`config.mk`:
```
export PLATFORM = sky130hd
export DESIGN_NAME = card_shoe
export DESIGN_NICKNAME = d
export VERILOG_FILES = /design/src/rtl/card_pkg.sv /design/src/rtl/rank_cursor.sv /design/src/rtl/card_shoe.sv
export SDC_FILE = /design/constraint.sdc
export NUM_CORES = 1
export LEC_CHECK = 0
export CAP_MARGIN = 40
export CORE_ASPECT_RATIO = 0.6
export CORE_MARGIN = 1
export CORE_UTILIZATION = 54
export DETAILED_ROUTE_END_ITERATION = 8
export GPL_TIMING_DRIVEN = 1
export PLACE_DENSITY = 0.81
export SYNTH_ARGS = -nofsm -noshare
export SYNTH_HDL_FRONTEND = slang
export SYNTH_SLANG_ARGS = --single-unit
export TNS_END_PERCENT = 50
```
`constraint.sdc`:
```
create_clock -name clock -period 3.3 [get_ports clock]
set_input_delay 0.66 -clock clock [delete_from_list [all_inputs] [get_ports clock]]
set_output_delay 0.66 -clock clock [all_outputs]
set_load 0.005 [all_outputs]
```
`src/rtl/card_pkg.sv`:
```
// Shared card types and constants for the shoe-based dealer.
package card_pkg;
  typedef logic [3:0] rank_t;

  localparam rank_t RANK_NONE  = 4'd0;
  localparam rank_t RANK_ACE   = 4'd1;
  localparam rank_t RANK_JACK  = 4'd11;
  localparam rank_t RANK_QUEEN = 4'd12;
  localparam rank_t RANK_KING  = 4'd13;
  localparam int    NUM_RANKS  = 13;
  localparam int    SUITS      = 4;
  localparam int    DECK_CARDS = NUM_RANKS * SUITS;

  typedef enum logic {IDLE = 1'b0, SEARCH = 1'b1} shoe_state_t;
endpackage

```
`src/rtl/rank_cursor.sv`:
```
// Free-running rank cursor cycling Ace..King; the dealer samples it to pick a rank.
module rank_cursor
  import card_pkg::*;
(
  input  logic  clock,
  input  logic  resetb,
  output rank_t cursor
);
  rank_t cursor_r;

  // Mod-13 counter, 1..13, wrapping King back to Ace
  always_ff @(posedge clock or negedge resetb) begin
    if (!resetb) begin
      cursor_r <= RANK_ACE;
    end else if (cursor_r == RANK_KING) begin
      cursor_r <= RANK_ACE;
    end else begin
      cursor_r <= cursor_r + 4'd1;
    end
  end

  assign cursor = cursor_r;
endmodule

```
`src/rtl/card_shoe.sv`:
```
// Finite-shoe card dealer: one card per request, never more than 4*NUM_DECKS of a rank
// between shuffles. Ranks exhausted at the cursor are skipped by a cycle-by-cycle search.
module card_shoe
  import card_pkg::*;
#(
  parameter int NUM_DECKS = 1,
  parameter int CARD_W    = 4,
  localparam int LEFT_W   = $clog2(DECK_CARDS * NUM_DECKS + 1),
  localparam int COUNT_W  = $clog2(SUITS * NUM_DECKS + 1)
) (
  input  logic              clock,
  input  logic              resetb,
  input  logic              shuffle,
  input  logic              deal_req,
  output logic              deal_valid,
  output logic [CARD_W-1:0] card,
  output logic              busy,
  output logic [LEFT_W-1:0] cards_left,
  output logic              shoe_empty,
  output logic              deal_err
);
  localparam logic [COUNT_W-1:0] FULL_COUNT = COUNT_W'(SUITS * NUM_DECKS);
  localparam logic [LEFT_W-1:0]  FULL_LEFT  = LEFT_W'(DECK_CARDS * NUM_DECKS);

  shoe_state_t          state_r, state_n_s;
  rank_t                cursor_s;
  logic [3:0]           idx_s;
  logic [COUNT_W-1:0]   count_r [NUM_RANKS];
  logic [NUM_RANKS-1:0] avail_s;
  logic                 cur_avail_s, empty_s, take_s, err_s;
  logic [LEFT_W-1:0]    cards_left_r;
  logic [CARD_W-1:0]    card_r;
  logic                 deal_valid_r, deal_err_r, busy_r;

  rank_cursor u_cursor (
    .clock  (clock),
    .resetb (resetb),
    .cursor (cursor_s)
  );

  assign idx_s   = cursor_s - 4'd1;
  assign empty_s = (cards_left_r == '0);

  // Per-rank availability, selected by the current cursor
  always_comb begin
    avail_s = '0;
    for (int i = 0; i < NUM_RANKS; i++) begin
      avail_s[i] = (count_r[i] != '0);
    end
    cur_avail_s = avail_s[idx_s];
  end

  // Next-state and deal/error decisions; shuffle overrides everything
  always_comb begin
    state_n_s = state_r;
    take_s    = 1'b0;
    err_s     = 1'b0;
    if (shuffle) begin
      state_n_s = IDLE;
    end else begin
      case (state_r)
        IDLE: begin
          if (!deal_req) begin
            state_n_s = IDLE;
          end else if (empty_s) begin
            err_s = 1'b1;
          end else if (cur_avail_s) begin
            take_s = 1'b1;
          end else begin
            state_n_s = SEARCH;
          end
        end
        SEARCH: begin
          if (cur_avail_s) begin
            take_s    = 1'b1;
            state_n_s = IDLE;
          end else begin
            state_n_s = SEARCH;
          end
        end
        default: state_n_s = IDLE;
      endcase
    end
  end

  // FSM state register
  always_ff @(posedge clock or negedge resetb) begin
    if (!resetb) begin
      state_r <= IDLE;
    end else begin
      state_r <= state_n_s;
    end
  end

  // Shoe contents and registered handshake outputs
  always_ff @(posedge clock or negedge resetb) begin
    if (!resetb) begin
      for (int i = 0; i < NUM_RANKS; i++) begin
        count_r[i] <= FULL_COUNT;
      end
      cards_left_r <= FULL_LEFT;
      card_r       <= '0;
      deal_valid_r <= 1'b0;
      deal_err_r   <= 1'b0;
      busy_r       <= 1'b0;
    end else begin
      deal_valid_r <= take_s;
      deal_err_r   <= err_s;
      busy_r       <= (state_n_s == SEARCH);
      if (take_s) begin
        card_r <= CARD_W'(cursor_s);
      end
      for (int i = 0; i < NUM_RANKS; i++) begin
        if (shuffle) begin
          count_r[i] <= FULL_COUNT;
        end else if (take_s && (idx_s == 4'(i))) begin
          count_r[i] <= count_r[i] - COUNT_W'(1);
        end
      end
      if (shuffle) begin
        cards_left_r <= FULL_LEFT;
      end else if (take_s) begin
        cards_left_r <= cards_left_r - LEFT_W'(1);
      end
    end
  end

  assign deal_valid = deal_valid_r;
  assign deal_err   = deal_err_r;
  assign card       = card_r;
  assign busy       = busy_r;
  assign cards_left = cards_left_r;
  assign shoe_empty = empty_s;
endmodule

```
==> results of run 1 <==
-- critical path: stages, from the launching register on --
cell and delay (ps):
dfrtp_1 530, inv_1 160, ha_1 420, and4b_1 220, nor4_1 330, a211oi_1 130, a21o_1 180, or3_1 450
inv_2 110, mux2_1 320
-- metal layers --
metal	vias to the layer above	part of all wire
met5	-	0
met4	0	0.013
met3	7	0.058
met2	60	0.43
met1	1190	0.50
li1	1191	-
-- metrics by stage --
stage | cells | area [um^2] | total power [mW]
after floorplan | 344 | 3468 | 0.7955
after global placement | 433 | 3694 | 0.8500
after detailed placement | 433 | 3694 | 0.8542
after CTS | 441 | 3787 | 1.256
after global routing | 441 | 3787 | 1.297
final | 441 | 3787 | 1.250
-- cell usage after synthesis (3+ instances only) --
library cell,number
and3_1,12
buf_2,5
clkbuf_1,10
dfrtp_1,39
dfstp_2,17
ha_1,35
inv_1,37
mux2_4,3
mux2i_1,39
nand2_1,13
nand2b_1,26
nand3_1,7
nor2_1,25
nor2b_1,7
nor3_1,11
nor4_1,11
nor4b_1,3
o21ai_0,4
-- logic make-up (layout without fill, tap and decap cells) --
kind of cell | Yosys count | in the layout | share of synthesized area
AOI/OAI and AO/OA | 22 | 22 | 0.04979
DFF | 56 | 56 | 0.4102
adders and majority gates | 35 | 35 | 0.1263
buffers and inverters | 56 | 69 | 0.06710
xor gates and xnor gates | 2 | 2 | 0.005051
muxes | 45 | 45 | 0.1353
and+or+nand+nor | 128 | 128 | 0.2064
-- final cells by class --
cell class	instances	area [um^2]	share of cell area
clock buffers	7	86.33	0.02279
clock inverters	1	7.507	0.001982
inverters	38	142.6	0.03766
multi-input cells	232	1813	0.4787
flip-flops and latches	56	1423	0.3756
well taps	84	105.1	0.02775
repair buffers	23	210.2	0.05550
-- report_power, final --
group	internal, mW	switching (mW)
Sequential	0.708	0.0145
Clock	0.171	0.238
Combinational	0.0596	0.0587
Total	0.939	0.311
-- final timing paths --
path	slack [ps]	cells after the start	end
setup / recovery	350	9	card[2]$_DFFE_PN0P_
hold / removal	370	1	count_r[3]$_DFFE_PN0P_
setup reg to reg	350	9	card[2]$_DFFE_PN0P_
hold reg to reg	480	1	count_r[15]$_DFFE_PN0P_
max in group asynchronous	2180	2	count_r[35]$_DFFE_PN1P_
min in group clock	480	1	count_r[15]$_DFFE_PN0P_
-- state kept, by name, indices dropped and copies added (netlist names) --
name	cells
busy	1
count_r	39
cards_left	6
deal_err	1
u_cursor.cursor	4
deal_valid	1
card	4
==> qor.yml, run 1 <==
io_pins: 18
clk_latency_ps: 330
cts.repair.resized: 0
dp_hpwl_mm: 4.959
power_density_nw_per_um2: 330.1
synthArstFlopShare: 1.000
hold_viol: 0
rsz0062_at_grt: "no"
netlist_area_um2: 3468
min_period_ps: 2954
grt_pass1_vias: 2368
setup_tns_ps: 0
area_delta_synth_final_pct: 9.199
htreeDepth: 2
rows: 22
cp_data_arrival_time_ps: 3170
outcome: "completed"
start_kind: "flip-flop"
ys_types: 49
drtPass1Iterations: 5
cp_max_fo: 9
worst_slack_ps: 346.2
gp_congestion: 0.8869
max_cap_violations: 0
cts_tree: "built"
skew_ps: 6.627
busiest_layer: "met1"
antenna_found_initial: 0
vias: 2448
clock_tree.root_cell: "clkbuf_8"
clkSinkCount: 56
endpoint_kind: "flip-flop"
grt.overflow.total: 0
synthFlopType: "dfrtp_1"
fin_nets: 395
required_ps: 3510
cts_buffers: 5
final_core_util: 0.6142
synth_largest_area_cell: "dfrtp_1"
met1_usage: 0.3351
drive_gt1_frac: 0.1204
final.period_utilization: 0.8951
cts_setup_buffers: 0
grt_max_degree: 53
core_area_um2: 6166
die_y_um: 64.08
tightest_slew_ps: 699.0
setup_violations: 0
ant_nets: 0
p_leak_nw: 1.595
synth_edf_count: 0
synth-seq-cells: 56
grtUsageMet3: 0.04898
synth_cells: 344
cp-startpoint: "u_cursor.cursor[1]$_DFF_PN0_"
crit_type: "reg -> reg"
slew_headroom: 0.5323
grt_util_all_layers: 0.2276
syn_avg_cell_area_um2: 10.08
initial_core_util: 0.5625
fmax_mhz: 338.5
drcViolationCount: 0
r2r_start: "u_cursor.cursor[1]$_DFF_PN0_"
hold_class: "in -> async"
yosysSeqAreaShare: 0.4102
first_iter_violations: 102
synth_nets: 383
wirelength_mm: 6.975
die_w_um: 105.5
drt-vias-per-instance: 5.551
num_antenna_cells: 0
ir_worst_vdd_v: 0.0002262
grt_pass1_wl_mm: 11.76
avgRoutedWirePerCell_um: 15.82
drv_slew: 0
cts_buffer_depth: 2
port_buffers: 17
pre_cts_ws_ps: 397.4
grtUsageMet2: 0.3265
yosys-top-cells-area: "dfrtp_1 (28%), dfstp_2 (13%), ha_1 (13%)"
cts.hold.buffers_added: 0
ys_warn_count: 0
hold-worst-slack_ps: 372.4
layout_common_cells: "mux2i_1 (39), dfrtp_1 (39), inv_1 (37), ha_1 (35), nand2b_1 (26)"
fill_cells: 518
synth_top_area_share: 0.2814
clk_pin_slew_ps: 100
die_area_um2: 6758
Note: power is estimated with default switching activity, not from simulation.
==> inputs of run 2 (changes only) <==
--- a/config.mk
+++ b/config.mk
@@ -11,7 +11,7 @@
 export CORE_UTILIZATION = 54
 export DETAILED_ROUTE_END_ITERATION = 8
 export GPL_TIMING_DRIVEN = 1
-export PLACE_DENSITY = 0.81
+export PLACE_DENSITY_LB_ADDON = 0.25
 export SYNTH_ARGS = -nofsm -noshare
 export SYNTH_HDL_FRONTEND = slang
 export SYNTH_SLANG_ARGS = --single-unit
==> run 2 against run 1 <==
Via count down 1.5%. First-iteration DRC count increased by 56%. Die area stayed put. Core utilization rose by 0.79 points. Largest power group unchanged. Critical path type unchanged. Power rose by 0.75%. Wire length up 2.2%.
==> qor.yml, run 2 (same netlist as run 1, synthesis figures left out) <==
gp_congestion: 0.8355  # -5.8%
cp-startpoint: "u_cursor.cursor[0]$_DFF_PN1_"
crit_family: "simple AND/OR/NAND/NOR gates"
dp_hpwl_mm: 5.141  # +3.7%
min_period_ps: 2987  # +33.32 ps
layout_common_cells: "mux2i_1 (39), dfrtp_1 (39), inv_1 (37), ha_1 (35), nand2b_1 (26)"
die_y_um: 64.08  # unchanged
hold_class: "in -> async"
max_cap_violations: 0  # unchanged
final.period_utilization: 0.9052  # +0.01010
cts_buffer_depth: 2  # unchanged
ir_worst_vdd_v: 0.0001839  # -19%
cts.hold.buffers_added: 0  # unchanged
io_pins: 18  # unchanged
grt_max_degree: 36  # -32%
setup_tns_ps: 0  # unchanged
skew_ps: 10.57  # +3.941 ps
port_buffers: 17  # unchanged
crit_type: "reg -> reg"
grt_pass1_vias: 2477  # +4.6%
die_w_um: 105.5  # unchanged
cp_cell_sequence: "inv_1 -> ha_1 -> and4b_1 -> nor4_1 -> a211oi_1 -> a21o_1 -> or3_1 -> inv_2 -> mux2_1"
regMostFlops: "count_r"
clk_latency_ps: 310  # -20 ps
grt.overflow.total: 0  # unchanged
pre_cts_ws_ps: 385.5  # -11.92 ps
crit_cells: 9  # unchanged
drv_slew: 0  # unchanged
worst_slack_ps: 312.9  # -33.32 ps
busiest_layer: "met2"
drtPass1Iterations: 7  # +2
grt_util_all_layers: 0.2328  # +0.005157
rows: 22  # unchanged
cp_data_arrival_time_ps: 3180  # about the same
die_area_um2: 6758  # unchanged
cp_max_fo: 9  # unchanged
initial_core_util: 0.5625  # unchanged
start_kind: "flip-flop"
fmax_mhz: 334.8  # -1.1%
tightest_slew_ps: 821.3  # +122.3 ps
cts.repair.resized: 0  # unchanged
grtUsageMet2: 0.3898  # +0.06332
htreeDepth: 2  # unchanged
final_area_um2: 3836  # +1.3%
r2r_start: "u_cursor.cursor[0]$_DFF_PN1_"
grt_pass1_wl_mm: 12.14  # +3.2%
core_area_um2: 6166  # unchanged
clk_pin_slew_ps: 100  # about the same
hold_viol: 0  # unchanged
crit_slowest_cell: "dfstp_2"
clkSinkCount: 56  # unchanged
fin_nets: 399  # +1.0%
endpoint_kind: "flip-flop"
clock_tree.root_cell: "clkbuf_8"
cts_tree: "built"
vias: 2412  # -1.5%
slew_headroom: 0.4504  # -0.08183
rr_worst_depth: 9  # unchanged
setup_violations: 0  # unchanged
num_antenna_cells: 0  # unchanged
cts_setup_buffers: 0  # unchanged
antenna_found_initial: 0  # unchanged
critPathMaxStageDelay_ps: 540  # about the same
outcome: "completed"
postPlaceCellArea_um2: 3736  # +1.2%
grtUsageMet3: 0.03980  # -0.009184
largest_reg_flops: 39  # unchanged
crit_buf_inv: 2  # unchanged
power_density_nw_per_um2: 328.3  # -0.54%
drive_gt1_frac: 0.1302  # +0.009746
first_iter_violations: 159  # +56%
fill_cells: 523  # +0.97%
area_delta_synth_final_pct: 10.61
wirelength_mm: 7.129  # +2.2%
drt-vias-per-instance: 5.420  # -2.4%
required_ps: 3490  # -20 ps
cts_buffers: 5  # unchanged
met1_usage: 0.3178  # -0.01726
rsz0062_at_grt: "no"
ant_nets: 0  # unchanged
p_leak_nw: 1.625  # +1.9%
avgRoutedWirePerCell_um: 16.02  # +1.3%
drcViolationCount: 0  # unchanged
-- run 2: layout make-up --
cell class                 instances  area (um^2)  share of cell area
inverter                          38        142.6             0.03718
clock buffer                       8        100.1             0.02609
sequential                        56         1423              0.3708
timing repair buffer              27        252.7             0.06588
multi-input combinational        232         1813              0.4726
tap                               84        105.1             0.02740
-- run 2: worst paths after layout --
| path | end | slack [ps] |
|---|---|---|
| min in group clock | count_r[21]$_DFFE_PN0P_ | 480 |
| setup reg to reg | card[2]$_DFFE_PN0P_ | 310 |
| hold reg to reg | count_r[21]$_DFFE_PN0P_ | 480 |
| hold / removal | count_r[4]$_DFFE_PN0P_ | 350 |
| max in group asynchronous | cards_left[4]$_DFFE_PN1P_ | 2310 |
| setup / recovery | card[2]$_DFFE_PN0P_ | 310 |
-- run 2: stage by stage --
step                hold slack, ps  power [mW]  std cells    util
floorplan                    364.4      0.7955        344       -
global placement             464.7      0.8531        436  0.6027
detailed placement           471.1      0.8608        437  0.6059
CTS                          369.0       1.274        445  0.6222
global route                 395.0       1.310        445  0.6222
finish                       347.9       1.260        445  0.6222
-- run 2: metal layers --
metal / vias up / wire length [um]
met4: 0 / 55
met2: 58 / 3174
met3: 9 / 360
met1: 1152 / 3538
li1: 1193 / -
met5: - / 0
-- run 2: worst reg2reg max path, delay by kind of cell, from the launching register on --
kind                     cells  cell delay (ps)
AO/OA/AOI/OAI                2              330
adder cells (fa/ha/maj)      1              440
buffers and inverters        2              190
flip-flops                   1              540
multiplexers                 1              310
AND/OR/NAND/NOR              3             1070
-- run 2: report_power, final --
part	switching, mW	internal, mW
Sequential	0.0144	0.708
Combinational	0.0605	0.0635
Clock	0.221	0.192
==> inputs of run 3 (changes only) <==
--- a/config.mk
+++ b/config.mk
@@ -8,8 +8,9 @@
 export CAP_MARGIN = 40
 export CORE_ASPECT_RATIO = 0.6
 export CORE_MARGIN = 1
-export CORE_UTILIZATION = 54
+export CORE_UTILIZATION = 58
 export DETAILED_ROUTE_END_ITERATION = 8
+export DONT_BUFFER_PORTS = 1
 export GPL_TIMING_DRIVEN = 1
 export PLACE_DENSITY_LB_ADDON = 0.25
 export SYNTH_ARGS = -nofsm -noshare
==> run 3 against run 2 <==
Register-to-register slack about the same. Clock-buffer cell count down 1. Critical path depth did not move. Design area down 6.3%. Clock power decreased by 4%. Sequential share of layout area increased by 2.5 points. Critical path type unchanged. Largest cell class unchanged.
==> qor.yml, run 3 (same netlist as run 1, synthesis figures left out) <==
grt_pass1_vias: 2194  # -11%
crit_family: "simple AND/OR/NAND/NOR gates"
grt.overflow.total: 0  # unchanged
cp_data_arrival_time_ps: 3200  # +20 ps
port_buffers: 0  # -17
p_leak_nw: 1.516  # -6.7%
num_antenna_cells: 0  # unchanged
drcViolationCount: 0  # unchanged
worst_slack_ps: 299.9  # -12.92 ps
drv_slew: 0  # unchanged
drive_gt1_frac: 0.1157  # -0.01447
cp_max_fo: 9  # unchanged
met1_usage: 0.3355  # +0.01764
antenna_found_initial: 0  # unchanged
layout_common_cells: "mux2i_1 (39), dfrtp_1 (39), inv_1 (37), ha_1 (35), nand2b_1 (26)"
fin_nets: 375  # -6.0%
avgRoutedWirePerCell_um: 15.97  # -0.34%
largest_reg_flops: 39  # unchanged
cts_setup_buffers: 0  # unchanged
first_iter_violations: 119  # -25%
crit_slowest_cell: "dfrtp_1"
drtPass1Iterations: 4  # -3
htreeDepth: 2  # unchanged
outcome: "completed"
final_core_util: 0.6334  # +0.01122
setup_tns_ps: 0  # unchanged
clk_pin_slew_ps: 100  # about the same
clk_latency_ps: 320  # about the same
grtUsageMet2: 0.3639  # -0.02590
core_area_um2: 5675  # -8.0%
busiest_layer: "met2"
tightest_slew_ps: 768.0  # -53.34 ps
dp.cells: 409  # -6.4%
die_w_um: 101.8  # -3.4%
hold_class: "in -> async"
hold_viol: 0  # unchanged
grt_max_degree: 57  # +58%
finalPower_mw: 1.187  # -5.7%
cts_buffer_depth: 2  # unchanged
io_pins: 18  # unchanged
skew_ps: 9.066  # -1.503 ps
wirelength_mm: 6.658  # -6.6%
max_cap_violations: 0  # unchanged
layout.cells.non_filler: 417  # -6.3%
die_y_um: 61.90  # -3.4%
power_density_nw_per_um2: 330.3  # +0.59%
regMostFlops: "count_r"
initial_core_util: 0.6111  # +0.04861
ant_nets: 0  # unchanged
cp_cell_sequence: "inv_1 -> ha_1 -> and4b_1 -> nor4_1 -> a211oi_1 -> a21o_1 -> or3_1 -> inv_2 -> mux2_1"
required_ps: 3500  # about the same
gp_congestion: 0.7655  # -8.4%
drt-vias-per-instance: 5.590  # +3.1%
fmax_mhz: 333.3  # -0.43%
cts_tree: "built"
cts.hold.buffers_added: 0  # unchanged
cts.repair.resized: 0  # unchanged
setup_violations: 0  # unchanged
cts_buffers: 5  # unchanged
crit_buf_inv: 2  # unchanged
clkSinkCount: 56  # unchanged
endpoint_kind: "flip-flop"
min_period_ps: 3000  # +12.93 ps
ir_worst_vdd_v: 0.0002538  # +38%
critPathMaxStageDelay_ps: 540  # about the same
crit_type: "reg -> reg"
start_kind: "flip-flop"
dp_hpwl_mm: 4.557  # -11%
clock_tree.root_cell: "clkbuf_8"
rsz0062_at_grt: "no"
vias: 2331  # -3.4%
area_delta_synth_final_pct: 3.644
grtUsageMet3: 0.04586  # +0.006065
pre_cts_ws_ps: 377.1  # -8.386 ps
die_area_um2: 6303  # -6.7%
rows: 21  # -4.5%
final.period_utilization: 0.9091  # +0.003917
slew_headroom: 0.4861  # +0.03569
grt_util_all_layers: 0.2321  # -0.0007191
grt_pass1_wl_mm: 10.87  # -10%
## run 3: changes by cell type in the layout (fill, tap and decap cells not counted), sizes merged
cell / delta
clkdlybuf4s50: -16
buf: -8
clkinvlp: +1
clkbuf: -1
## run 3: power breakdown
part           internal [mW]  switching, mW
registers              0.708         0.0179
logic                 0.0349         0.0293
clock network          0.171          0.225
total                  0.915          0.273
## run 3: stage by stage
step           area [um^2]  hold WS (ps)
3_5_place_dp          3501         365.9
5_1_grt               3595         13.82
6_report              3595         22.86
2_1_floorplan         3468         364.4
4_1_cts               3595         18.09
3_3_place_gp          3501         366.2
## run 3: worst paths after layout
kind,depth (start not counted),endpoint,slack (ps),from
min in group clock,1,deal_err$_DFF_PN0_,410,shuffle
setup reg to reg,9,card[2]$_DFFE_PN0P_,300,u_cursor.cursor[1]$_DFF_PN0_
setup / recovery,9,card[2]$_DFFE_PN0P_,300,u_cursor.cursor[1]$_DFF_PN0_
max in group asynchronous,0,count_r[20]$_DFFE_PN1P_,3090,resetb
hold reg to reg,1,count_r[36]$_DFFE_PN0P_,480,count_r[36]$_DFFE_PN0P_
hold / removal,0,count_r[9]$_DFFE_PN0P_,20,resetb
## run 3: per-layer routing
layer	up-vias	share of wire
met3	7	0.054
li1	1149	-
met2	71	0.44
met1	1104	0.49
met5	-	0
met4	0	0.0060
## run 3: layout make-up
class / instances / area (um^2)
Clock buffer: 7 / 86.33
Clock inverter: 1 / 7.507
Fill cell: 454 / 2081
Inverter: 38 / 142.6
Multi-Input combinational cell: 232 / 1813
Sequential cell: 56 / 1423
Tap cell: 80 / 100.1
Timing Repair Buffer: 3 / 22.52
